`src/rtl/batchnorm_stats_accum_if.sv`:
```
// Handshake bundle between the batch-statistics producer and its neighbours.
// The slave side is the statistics block. The master side feeds it samples
// and consumes its results.
interface batchnorm_stats_accum_if #(
  parameter int WIDTH = 16
);
  logic             start;
  logic             x_valid;
  logic             x_ready;
  logic [WIDTH-1:0] x_in;
  logic             stats_valid;
  logic             stats_ready;
  logic [WIDTH-1:0] mean_out;
  logic [WIDTH-1:0] var_out;
  logic             busy;

  modport master (
    output start, x_valid, x_in, stats_ready,
    input  x_ready, stats_valid, mean_out, var_out, busy
  );

  modport slave (
    input  start, x_valid, x_in, stats_ready,
    output x_ready, stats_valid, mean_out, var_out, busy
  );
endinterface

```
`src/rtl/batchnorm_stats_accum.sv`:
```
// Streaming batch mean / biased variance over N = 2^LOG2N signed Q-format
// samples. All scaling by N is done with arithmetic shifts. The variance is
// E[x^2] - mean^2, clamped to the non-negative signed range of WIDTH.
module batchnorm_stats_accum #(
  parameter int WIDTH = 16,
  parameter int FRAC  = 8,
  parameter int LOG2N = 4
) (
  input  logic                     clk,
  input  logic                     rst,
  batchnorm_stats_accum_if.slave   bus
);
  localparam int SW = WIDTH + LOG2N;      // sum width
  localparam int PW = 2 * WIDTH;          // full square width
  localparam int QW = 2 * WIDTH + LOG2N;  // sum-of-squares width
  localparam int VW = QW + 1;             // variance difference width

  localparam logic [LOG2N-1:0]     LAST = '1;  // count value of sample N
  localparam logic signed [VW-1:0] VMAX = VW'((64'sd1 <<< (WIDTH - 1)) - 64'sd1);

  localparam logic [2:0] IDLE  = 3'd0;
  localparam logic [2:0] ACCUM = 3'd1;
  localparam logic [2:0] FIN1  = 3'd2;
  localparam logic [2:0] FIN2  = 3'd3;
  localparam logic [2:0] DONE  = 3'd4;

  logic [2:0]              state_reg, state_next;
  logic signed [SW-1:0]    sum_reg;
  logic signed [QW-1:0]    sumsq_reg;
  logic [LOG2N-1:0]        count_reg;
  logic signed [WIDTH-1:0] mean_w_reg;
  logic signed [QW-1:0]    esq_w_reg;
  logic [WIDTH-1:0]        mean_out_reg;
  logic [WIDTH-1:0]        var_out_reg;

  logic signed [WIDTH-1:0] x_s;
  logic signed [PW-1:0]    sq;
  logic signed [PW-1:0]    msq;
  logic signed [VW-1:0]    var_w;
  logic [WIDTH-1:0]        var_sat;
  logic                    xfer;

  assign x_s   = $signed(bus.x_in);
  assign sq    = PW'(x_s) * PW'(x_s);
  assign msq   = (PW'(mean_w_reg) * PW'(mean_w_reg)) >>> FRAC;
  assign var_w = VW'(esq_w_reg) - VW'(msq);
  assign xfer  = (state_reg == ACCUM) && bus.x_valid;

  // Clamp the variance: negative values are rounding artefacts of the floor shifts.
  always_comb begin
    var_sat = var_w[WIDTH-1:0];
    if (var_w[VW-1])
      var_sat = '0;
    else if (var_w > VMAX)
      var_sat = VMAX[WIDTH-1:0];
  end

  // Batch sequencing: accumulate N samples, two finish stages, then hold results.
  always_comb begin
    state_next = state_reg;
    case (state_reg)
      IDLE:    if (bus.start) state_next = ACCUM;
      ACCUM:   if (xfer && count_reg == LAST) state_next = FIN1;
      FIN1:    state_next = FIN2;
      FIN2:    state_next = DONE;
      DONE:    if (bus.stats_ready) state_next = IDLE;
      default: state_next = IDLE;
    endcase
  end

  // State, accumulators and the two-stage finishing pipeline.
  always_ff @(posedge clk or posedge rst) begin
    if (rst) begin
      state_reg    <= IDLE;
      sum_reg      <= '0;
      sumsq_reg    <= '0;
      count_reg    <= '0;
      mean_w_reg   <= '0;
      esq_w_reg    <= '0;
      mean_out_reg <= '0;
      var_out_reg  <= '0;
    end else begin
      state_reg <= state_next;
      if (state_reg == IDLE && bus.start) begin
        sum_reg   <= '0;
        sumsq_reg <= '0;
        count_reg <= '0;
      end else if (xfer) begin
        sum_reg   <= sum_reg + SW'(x_s);
        sumsq_reg <= sumsq_reg + QW'(sq);
        count_reg <= count_reg + LOG2N'(1);
      end
      if (state_reg == FIN1) begin
        mean_w_reg <= WIDTH'(sum_reg >>> LOG2N);
        esq_w_reg  <= sumsq_reg >>> (LOG2N + FRAC);
      end
      if (state_reg == FIN2) begin
        mean_out_reg <= mean_w_reg;
        var_out_reg  <= var_sat;
      end
    end
  end

  assign bus.x_ready     = (state_reg == ACCUM);
  assign bus.stats_valid = (state_reg == DONE);
  assign bus.busy        = (state_reg != IDLE);
  assign bus.mean_out    = mean_out_reg;
  assign bus.var_out     = var_out_reg;
endmodule

```
`src/flat_wrapper.sv`:
```
// flat-port wrapper written by rule: the top's interface ports become plain ports
module batchnorm_stats_accum_flat 
#(
  parameter int WIDTH = 16,
  parameter int FRAC  = 8,
  parameter int LOG2N = 4
)
  (clk, rst, bus_start, bus_x_valid, bus_x_in, bus_stats_ready, bus_x_ready, bus_stats_valid, bus_mean_out, bus_var_out, bus_busy);
  batchnorm_stats_accum_if #(.WIDTH(WIDTH)) bus_i ();
  input  logic clk;
  input  logic rst;
  input wire logic [$bits(bus_i.start)-1:0] bus_start;
  input wire logic [$bits(bus_i.x_valid)-1:0] bus_x_valid;
  input wire logic [$bits(bus_i.x_in)-1:0] bus_x_in;
  input wire logic [$bits(bus_i.stats_ready)-1:0] bus_stats_ready;
  output wire logic [$bits(bus_i.x_ready)-1:0] bus_x_ready;
  output wire logic [$bits(bus_i.stats_valid)-1:0] bus_stats_valid;
  output wire logic [$bits(bus_i.mean_out)-1:0] bus_mean_out;
  output wire logic [$bits(bus_i.var_out)-1:0] bus_var_out;
  output wire logic [$bits(bus_i.busy)-1:0] bus_busy;
  assign bus_i.start = bus_start;
  assign bus_i.x_valid = bus_x_valid;
  assign bus_i.x_in = bus_x_in;
  assign bus_i.stats_ready = bus_stats_ready;
  assign bus_x_ready = bus_i.x_ready;
  assign bus_stats_valid = bus_i.stats_valid;
  assign bus_mean_out = bus_i.mean_out;
  assign bus_var_out = bus_i.var_out;
  assign bus_busy = bus_i.busy;
  batchnorm_stats_accum #(.WIDTH(WIDTH), .FRAC(FRAC), .LOG2N(LOG2N)) u_core (.clk(clk), .rst(rst), .bus(bus_i));
endmodule
```
`config.mk`:
```
export PLATFORM = sky130hd
export DESIGN_NAME = batchnorm_stats_accum_flat
export DESIGN_NICKNAME = d
export VERILOG_FILES = /design/src/rtl/batchnorm_stats_accum_if.sv /design/src/rtl/batchnorm_stats_accum.sv /design/src/flat_wrapper.sv
export SDC_FILE = /design/constraint.sdc
export NUM_CORES = 2
export LEC_CHECK = 0
export ABC_AREA = 1
export ABC_CLOCK_PERIOD_IN_PS = 9510
export BUFFER_PORTS_ARGS = -buffer_cell sky130_fd_sc_hd__buf_4
export CAP_MARGIN = 10
export CORE_UTILIZATION = 55
export CTS_BUF_LIST = sky130_fd_sc_hd__clkbuf_8 sky130_fd_sc_hd__clkbuf_16
export CTS_CLUSTER_SIZE = 10
export DETAILED_ROUTE_END_ITERATION = 7
export GPL_TIMING_DRIVEN = 0
export PLACE_DENSITY_LB_ADDON = 0.15
export SLEW_MARGIN = 20
export SYNTH_ARGS = -nofsm -noshare
export SYNTH_HDL_FRONTEND = slang
export SYNTH_SLANG_ARGS = --single-unit
```
`constraint.sdc`:
```
create_clock -name clk -period 9.51 [get_ports clk]
set_input_delay 1.902 -clock clk [delete_from_list [all_inputs] [get_ports clk]]
set_output_delay 1.902 -clock clk [all_outputs]
set_load 0.1 [all_outputs]
```
==> flow_summary.toml <==
[route]
drt_iter0_drc = 1545
dr.max_layer_used = "met5"
totalWireLength_um = 75000
route.met2.wl_um = 35000
dr_wl_met3_um = 5570
drc = 2
routed_via_density = 5.31
ant_nets = 0
vias = 21300
wl_met1_um = 32400
wire_per_inst_um = 18.7
drt_pass1_iterations = 8

[global_routing]
grt_antenna_before_repair = 1
grt_max_degree = 96
grt_pass1_vias = 23000
grt_pass1_wl_um = 122000
grt_usage_pct = 32.0
gr-total-overflow = 0

[yosys]
synth_common_cells = "inv_1 (879), nand2_1 (677), fa_1 (528), ha_1 (247), o21ai_0 (158)"
synth_top_cell_area_share_pct = 38.9
ys_ff_latch = 135
yosysMostFrequentCell = "inv_1"
synth_nets = 4051
synth_top_flop_cell = "dfrtp_1"
synth_cell_types = 47
syn_area_mm2 = 0.0272
syn_area_per_cell_um2 = 8.35
synth_top_area_cell = "fa_1"
ys_seq_area_share_pct = 12.4
synth_edf_count = 0
ys.warnings.count = 0
async_reset_ff_share_pct = 100
synth_area_leaders = "fa_1 (39%), dfrtp_1 (12%), inv_1 (12%)"
synthCells = 3255

[final_layout]
largest_reg_flops = 36
drive_gt1_share_pct = 3.89
area_growth_pct = 6.86
layout.nets = 4126
final_util_pct = 59.5

[floorplanning]
core_area_mm2 = 0.0488
dieArea_mm2 = 0.0503
dieHeight_um = 224
ios = 56
fp-row-count = 81
die_w_um = 224
initial_core_util_pct = 55.7

[setup_path]
r2r.worst_path.cells = 37
worstPathRequired_ns = 9.85
crit_top_cell = "nand2_1"
path_delay_family = "adder cells"
reg2reg_slack_ns = 0.48
cp_num_buf_inv = 5
cp_slowest_cell = "clkbuf_1"
start_kind = "register"
r2r_start = "u_core.mean_w_reg[11]$_DFFE_PP0N_"
crit_type = "register to register"
endpoint_kind = "register"
r2r_end = "u_core.bus.var_out[10]$_DFFE_PP0P_"
cp.arrival_ns = 9.37
max_stage_delay_ns = 0.64
cp_max_fo = 10

[worst_hold_path]
hold_end = "u_core.bus.var_out[11]$_DFFE_PP0P_"
worstHoldStart = "u_core.bus.var_out[11]$_DFFE_PP0P_"
hold_class = "register to register"
min_path_cells = 2

[status]
outcome = "finished, violations left"
failed_checks = "DRC"

[sta]
slew-limit-headroom_pct = 32.4
fin_crit_sh_pct = 94.9
finalSetupTns_ns = 0
final_hold_viol_count = 0
rsz0062_at_grt = "no"
worst_pin_slew_ns = 1.01
min_period_ns = 9.03
setup_viol = 0
skew_ns = 0.00937
slew_viol_final = 0
fmax_ghz = 0.111

[clock_tree]
root_buffer = "clkbuf_16"
cts_tree = "yes"
cts.sinks = 135
cts_buffers = 17
clock_latency_ns = 0.46
path_clk_slew_ns = 0.07
hold_buffers = 0
ctsLongestPathBuffers = 2
htreeDepth = 4

[flow_run]
drv_cap = 0

[placed_design]
io_buffers = 55
dp_hpwl_um = 64500
place_congestion = 0.967
[worst register-to-register path: cells and delay by family (launching register included)]
family	cells	cell delay (ns)
AOI/OAI and AO/OA	5	1.15
xor gates and xnor gates	1	0.17
adders and majority gates	8	3.88
buffers and inverters	5	1.46
DFF	1	0.32
and+or+nand+nor	18	1.90
[logic make-up (layout without fill, tap and decap cells)]
logic type	count (synthesis)	count (layout)	synth area share (%)
buffers and inverters	972	1060	13.6
AND/OR/NAND/NOR	916	916	13.5
adder cells (fa/ha/maj)	775	775	50.3
AO/OA/AOI/OAI	383	383	7.79
flip-flops	135	135	12.4
XOR/XNOR	68	68	2.22
multiplexers	6	6	0.249
other	0	1	0
[routing by layer]
| metal | GRT usage (%) | vias up |
|---|---|---|
| met5 | 0 | - |
| met4 | 9.24 | 2 |
| li1 | - | 9812 |
| met2 | 51.1 | 710 |
| met3 | 7.00 | 108 |
| met1 | 43.8 | 10600 |
[cell usage in the layout, fill, tap and decap left out, drive strengths merged, types with 2 or more instances in the layout]
master and n:
dfrtp 135, mux2 6, clkinvlp 3, and2 3, xnor2 37, o31ai 5
o21bai 14, buf 63, a211oi 2, a21boi 2, or2 9, ha 247
o21a 7, nor2 124, o22ai 10, clkinv 5, nor4 6, xor2 31
a2111oi 2, a32o 2, a21o 11, nand4 17, a31oi 9, o21ai 166
clkbuf 98, fa 528, nand3 49, a22o 7, o221ai 3, inv 890
a21oi 137, o211ai 5, nor3 17, nand3b 5, nand2 686
[worst max-delay path by stage]
stage	slack (ns)	cells past startpoint	startpoint	to
after floorplan	2.14	22	bus_x_in[1]	u_core.sumsq_reg[34]$_DFFE_PP0P_
after global placement	0.55	39	u_core.mean_w_reg[6]$_DFFE_PP0N_	u_core.bus.var_out[10]$_DFFE_PP0P_
after detailed placement	0.47	37	u_core.mean_w_reg[6]$_DFFE_PP0N_	u_core.bus.var_out[10]$_DFFE_PP0P_
after CTS	0.44	37	u_core.mean_w_reg[6]$_DFFE_PP0N_	u_core.bus.var_out[10]$_DFFE_PP0P_
after global routing	0.01	39	u_core.mean_w_reg[5]$_DFFE_PP0N_	u_core.bus.var_out[10]$_DFFE_PP0P_
final	0.48	37	u_core.mean_w_reg[11]$_DFFE_PP0N_	u_core.bus.var_out[10]$_DFFE_PP0P_
[layout make-up]
cell class | instances | area (um^2)
multi-input combinational | 2148 | 20100
antenna | 1 | 2.50
clock buffer | 17 | 425
clock inverter | 15 | 156
buffer | 88 | 368
timing repair buffer | 56 | 440
fill | 4524 | 19800
tap | 664 | 831
inverter | 884 | 3330
sequential | 135 | 3380
[what timing repair did]
item | 4_1_cts | 5_1_grt
hold endpoints to repair | 0 | 0
gates resized for setup | 0 | 3
setup buffers | 0 | 0
endpoints found under the setup margin | 0 | 15
[per-stage QoR]
stage          hold WS, ns  cell area [um^2]  std cells  setup WS (ns)
6_report             0.481             29000       4008          0.481
5_1_grt              0.504             29000       4007         0.0138
4_1_cts              0.487             29000       4007          0.437
3_5_place_dp         0.470             28500       3975          0.468
3_3_place_gp         0.467             28400       3974          0.552
2_1_floorplan        0.453             27200       3255           2.14
Power is left out: the tool's default activity adds up to more than one toggle a clock period on the data nets, which glitch-free logic cannot reach.
